`src/rtl/neuron_scheduler.sv`:
```
// rtl/neuron_scheduler.sv - time-multiplexes one shared neuron datapath across N_NEURONS virtual neurons
//
// Holds an 8-bit membrane state per virtual neuron. Each timestep walks indices
// 0..N_NEURONS-1 in order. For each index it fetches the weight sum over a
// req/valid handshake, presents state and weight sum to the shared
// (registered) neuron, writes the result back, and emits a spike event when the
// neuron fires. Spike events use valid/ready backpressure.
//
// Ports:
//   clk, rst          clock, synchronous active-high reset
//   start             begin a timestep (sampled only in IDLE)
//   clr_states        zero all stored states (IDLE only, start has priority)
//   busy, done        timestep in progress / one-cycle end-of-timestep pulse
//   ws_req, ws_idx    weight-sum request and the index being requested
//   ws_valid, ws_data weight-sum response
//   nrn_weight_sum,   operands to the shared neuron, non-zero only in ISSUE
//   nrn_state_in
//   nrn_state_out,    9-bit neuron result and its spike flag, valid in RESULT
//   nrn_spike
//   spk_valid,        spike event (index of the neuron that fired)
//   spk_idx,
//   spk_ready
//   spk_count         spikes in the current or last timestep

module neuron_scheduler #(
  parameter int N_NEURONS = 16,
  parameter int IDX_W     = 4
) (
  input  logic             clk,
  input  logic             rst,
  input  logic             start,
  input  logic             clr_states,
  output logic             busy,
  output logic             done,
  output logic             ws_req,
  output logic [IDX_W-1:0] ws_idx,
  input  logic             ws_valid,
  input  logic [7:0]       ws_data,
  output logic [7:0]       nrn_weight_sum,
  output logic [7:0]       nrn_state_in,
  input  logic [8:0]       nrn_state_out,
  input  logic             nrn_spike,
  output logic             spk_valid,
  output logic [IDX_W-1:0] spk_idx,
  input  logic             spk_ready,
  output logic [IDX_W:0]   spk_count
);

  typedef enum logic [2:0] {
    S_IDLE,
    S_FETCH,
    S_ISSUE,
    S_RESULT,
    S_EMIT,
    S_DONE
  } state_t;

  localparam logic [IDX_W-1:0] LAST_IDX = IDX_W'(N_NEURONS - 1);

  state_t           state;
  logic [IDX_W-1:0] idx;
  logic [7:0]       state_mem [N_NEURONS];

  logic             fire;
  logic             advance;
  logic [IDX_W-1:0] idx_next;

  // A conforming neuron drives nrn_spike equal to nrn_state_out[8]; either one
  // marks a sum of 256 or more.
  assign fire = nrn_spike | nrn_state_out[8];

  // Leaving RESULT without a spike, or EMIT on the handshake, moves on to the
  // next index (or finishes the timestep). Not a state of its own.
  assign advance  = ((state == S_RESULT) && !fire) ||
                    ((state == S_EMIT) && spk_ready);
  assign idx_next = idx + IDX_W'(1);

  always_ff @(posedge clk) begin
    if (rst) begin
      state          <= S_IDLE;
      idx            <= '0;
      busy           <= 1'b0;
      done           <= 1'b0;
      ws_req         <= 1'b0;
      ws_idx         <= '0;
      nrn_weight_sum <= 8'd0;
      nrn_state_in   <= 8'd0;
      spk_valid      <= 1'b0;
      spk_idx        <= '0;
      spk_count      <= '0;
      for (int i = 0; i < N_NEURONS; i++) begin
        state_mem[i] <= 8'd0;
      end
    end else begin
      case (state)
        S_IDLE: begin
          if (start) begin
            idx       <= '0;
            ws_idx    <= '0;
            ws_req    <= 1'b1;
            busy      <= 1'b1;
            spk_count <= '0;
            state     <= S_FETCH;
          end else if (clr_states) begin
            for (int i = 0; i < N_NEURONS; i++) begin
              state_mem[i] <= 8'd0;
            end
          end
        end

        S_FETCH: begin
          // nrn_weight_sum doubles as the latched weight-sum register: it is
          // loaded here and presented to the neuron throughout ISSUE.
          if (ws_valid) begin
            ws_req         <= 1'b0;
            nrn_weight_sum <= ws_data;
            nrn_state_in   <= state_mem[idx];
            state          <= S_ISSUE;
          end
        end

        S_ISSUE: begin
          // The neuron captures its operands on this edge.
          nrn_weight_sum <= 8'd0;
          nrn_state_in   <= 8'd0;
          state          <= S_RESULT;
        end

        S_RESULT: begin
          // A firing neuron resets its membrane.
          state_mem[idx] <= fire ? 8'd0 : nrn_state_out[7:0];
          if (fire) begin
            spk_valid <= 1'b1;
            spk_idx   <= idx;
            spk_count <= spk_count + (IDX_W+1)'(1);
            state     <= S_EMIT;
          end
        end

        S_EMIT: begin
          if (spk_ready) begin
            spk_valid <= 1'b0;
          end
        end

        S_DONE: begin
          done  <= 1'b0;
          state <= S_IDLE;
        end

        default: begin
          state <= S_IDLE;
        end
      endcase

      if (advance) begin
        if (idx == LAST_IDX) begin
          busy  <= 1'b0;
          done  <= 1'b1;
          state <= S_DONE;
        end else begin
          idx    <= idx_next;
          ws_idx <= idx_next;
          ws_req <= 1'b1;
          state  <= S_FETCH;
        end
      end
    end
  end

endmodule

```
`config.mk`:
```
export PLATFORM = sky130hd
export DESIGN_NAME = neuron_scheduler
export DESIGN_NICKNAME = d
export VERILOG_FILES = /design/src/rtl/neuron_scheduler.sv
export SDC_FILE = /design/constraint.sdc
export NUM_CORES = 1
export LEC_CHECK = 0
export CAP_MARGIN = 20
export CELL_PAD_IN_SITES_DETAIL_PLACEMENT = 1
export CELL_PAD_IN_SITES_GLOBAL_PLACEMENT = 1
export CORE_ASPECT_RATIO = 0.5
export CORE_UTILIZATION = 43
export DETAILED_ROUTE_END_ITERATION = 8
export PLACE_DENSITY_LB_ADDON = 0.08
export REMOVE_ABC_BUFFERS = 1
export SLEW_MARGIN = 20
export SYNTH_ARGS = -nofsm -noshare
export SYNTH_HDL_FRONTEND = slang
export SYNTH_SLANG_ARGS = --single-unit
```
`constraint.sdc`:
```
create_clock -name clk -period 4.4 [get_ports clk]
set_input_delay 0.88 -clock clk [delete_from_list [all_inputs] [get_ports clk]]
set_output_delay 0.88 -clock clk [all_outputs]
set_load 0.05 [all_outputs]
```
==> results.py <==
metrics = {
    "setup_path": {
        "crit_type": "in2reg",
        "crit_path_start_kind": "input pin",
        "r2r_slack_ns": 1.79,
        "crit_path_top_delay_cell": "and4bb_2",
        "max_stage_delay_ns": 0.46,
        "reg2reg_to": "state_mem[2][3]$_SDFFCE_PN0P_",
        "rr_worst_depth": 5,
        "cp.required_ns": 4.49,
        "end_kind": "flip-flop",
        "crit_path_frequent_cell": "nand2_1",
        "crit_fanout": 9,
        "r2r-start": "idx[1]$_SDFF_PP0_",
        "cp.arrival_ns": 2.90,
        "cp_cell_sequence": "clkdlybuf4s50_1 > and4bb_2 > and2_0 > nand2_1 > nand2_1",
    },
    "timing": {
        "fmax_mhz": 356,
        "slew_viol_final": 0,
        "setup-violations-final": 0,
        "hold_viol": 0,
        "worstMarginPinSlew_ns": 0.965,
        "finalCritPeriodShare": 0.638,
        "finalSetupTns_ns": 0,
        "setup_slack_ns": 1.59,
        "min_period_ns": 2.81,
        "rsz0062_at_grt": "no",
        "holdWs_ns": 0.479,
        "slew_headroom": 0.351,
        "fin_skew_ns": 0.0103,
    },
    "route": {
        "finalWirelength_mm": 19.9,
        "num_vias": 4863,
        "via_per_inst": 5.63,
        "ant_nets": 0,
        "drtIter0Drc": 479,
        "routedWlPerCell_microns": 23.0,
        "drc": 0,
        "dr.pass1.iters": 4,
    },
    "run_status": {
        "run_status": "complete, no violations",
    },
    "clock_network": {
        "cts_resized": 0,
        "cts_tree": "built",
        "clkTransAtPathRegs_ns": 0.07,
        "ctsHoldBuffers": 0,
        "post-cts-setup-buffers": 0,
        "cts-root-buf": "clkbuf_16",
        "cts.sinks": 168,
        "cts_made_buffers": 17,
        "htree_num_levels": 4,
        "insertion_delay_ns": 0.44,
        "clk_path_buf_depth": 2,
    },
    "cells_and_area": {
        "final_util": 0.522,
        "drive_gt1_frac": 0.137,
        "nets": 652,
        "final_area_sq_um": 8600,
        "finalNonFillerCells": 863,
        "nFillCells": 1679,
        "area_delta_synth_final_pct": 17.7,
        "diodes": 0,
    },
    "yosys": {
        "ys_top_cells_by_count": "177 x nor2_1, 128 x edfxtp_1, 50 x nand2_1, 40 x dfxtp_1, 32 x mux4_2",
        "postSynth.asyncResetShare": 0,
        "synth_seq_cells": 168,
        "netlist_instances": 579,
        "synth_top_cell_by_area": "edfxtp_1",
        "netlist_area_sq_um": 7310,
        "synth_area_per_cell_sq_um": 12.6,
        "ys_seq_area_frac": 0.636,
        "ys_top_cells_by_area": "edfxtp_1 53%, dfxtp_1 11%, mux4_2 9.9%, nor2_1 9.1%, nand2_1 2.6%",
        "synth_largest_type_area_fraction": 0.526,
        "synth-edff-count": 128,
        "synth_warnings": 0,
        "ys.flop_type": "edfxtp_1",
        "synth.most_common_cell": "nor2_1",
        "yosys.cell_types.count": 50,
    },
    "floorplan": {
        "num_io_pins": 57,
        "core-area_sq_um": 16500,
        "die_area_sq_um": 17600,
        "num_rows": 33,
        "die_h_microns": 94.2,
        "start_util": 0.444,
        "die_w_microns": 186,
    },
    "global_routing": {
        "grt_usage": 0.241,
        "antenna_found_initial": 0,
        "grt_pass1_vias": 4852,
        "grt_pass1_wl_mm": 30.5,
        "grt_max_degree": 33,
        "overflow": 0,
    },
    "pwr": {
        "p_per_area_nw_per_um2": 419,
        "seqPwrFrac": 0.506,
        "p_leak_nw": 2.91,
        "ir_drop_uv": 278,
        "swShare": 0.245,
        "power_frac_clock": 0.429,
        "combPwrFrac": 0.066,
        "p_int_mw": 2.72,
        "total_power_mw": 3.60,
        "power.switching_mw": 0.884,
    },
    "hold_path": {
        "worstHoldEndpoint": "spk_count[4]$_SDFFE_PP0P_",
        "min_path_cells": 1,
        "hp-start": "spk_count[4]$_SDFFE_PP0P_",
        "holdCritPathClass": "reg2reg",
    },
    "placed_design": {
        "hpwl_mm": 13.6,
        "placedCellCount": 831,
        "place_worst_setup_slack_ns": 1.18,
        "port-buffer-count": 56,
        "gp_congestion": 0.787,
        "place_area_sq_um": 8010,
    },
    "flow_run": {
        "drv_cap": 0,
    },
}
critical path: cells and delay by family:
family        cells  cell delay, ns
buf+inv           1            0.45
simple gates      4            1.56
registers in the layout, summed over array words and instances, names as in the netlist:
register,cells
spk_count,5
idx,4
ws_req,1
spk_valid,1
done,1
spk_idx,4
nrn_weight_sum,8
state_mem,128
nrn_state_in,8
busy,1
ws_idx,4
state,3
cell usage in the layout, fill, tap and decap left out, types with 4 or more instances in the layout:
cell type | Yosys | layout
a211oi_1 | 5 | 5
clkbuf_16 | 0 | 17
edfxtp_1 | 128 | 128
clkdlybuf4s50_1 | 0 | 56
inv_6 | 0 | 4
ha_1 | 5 | 5
mux2i_1 | 6 | 6
buf_4 | 3 | 7
dfxtp_1 | 40 | 39
nor2_1 | 177 | 177
nand3_1 | 7 | 7
a221o_1 | 8 | 8
nor3_1 | 5 | 5
a22oi_1 | 7 | 7
clkinv_4 | 0 | 6
a21oi_1 | 19 | 19
nand2_1 | 50 | 50
mux4_2 | 32 | 32
nand2_2 | 4 | 4
kinds of logic (layout without fill, tap and decap cells):
logic type | count (synthesis) | in the layout | synth area share
XOR/XNOR | 2 | 2 | 0.00240
adder cells (fa/ha/maj) | 5 | 5 | 0.00856
multiplexers | 39 | 39 | 0.108
buffers and inverters | 40 | 97 | 0.0286
AND/OR/NAND/NOR | 270 | 270 | 0.161
AO/OA/AOI/OAI | 55 | 55 | 0.0551
flip-flops | 168 | 168 | 0.636
routing by layer:
layer  global-route usage  wire length, microns
met1                0.352                  9860
met2                0.365                  8920
met3               0.0497                   931
met4               0.0620                   165
met5                    0                     0
cell type report:
class / instances / area (sq um) / area share
Sequential cell: 168 / 4650 / 0.540
Inverter: 2 / 7.51 / 0.000873
Clock inverter: 14 / 163 / 0.0189
Timing Repair Buffer: 63 / 613 / 0.0713
Multi-Input combinational cell: 371 / 2460 / 0.286
Tap cell: 227 / 284 / 0.0330
Clock buffer: 18 / 429 / 0.0499
worst max-delay path by stage:
| stage | start | cells after the start | slack (ns) | to |
|---|---|---|---|---|
| after floorplan | idx[1]$_SDFF_PP0_ | 5 | 1.52 | state_mem[8][0]$_SDFFCE_PN0P_ |
| after global placement | rst | 5 | 1.17 | state_mem[8][2]$_SDFFCE_PN0P_ |
| after detailed placement | rst | 5 | 1.18 | state_mem[2][7]$_SDFFCE_PN0P_ |
| after CTS | rst | 5 | 1.62 | state_mem[2][3]$_SDFFCE_PN0P_ |
| after global routing | rst | 5 | 1.49 | state_mem[8][5]$_SDFFCE_PN0P_ |
| final | rst | 5 | 1.59 | state_mem[8][5]$_SDFFCE_PN0P_ |
power groups by stage:
stage | Sequential, mW | Combinational, mW | Clock, mW
3_5_place_dp | 1.86 | 0.238 | 0
3_3_place_gp | 1.85 | 0.236 | 0
2_1_floorplan | 1.87 | 0.110 | 0
5_1_grt | 1.83 | 0.254 | 1.60
4_1_cts | 1.82 | 0.239 | 1.55
6_report | 1.82 | 0.237 | 1.54
(Power assumes the default switching activity.)
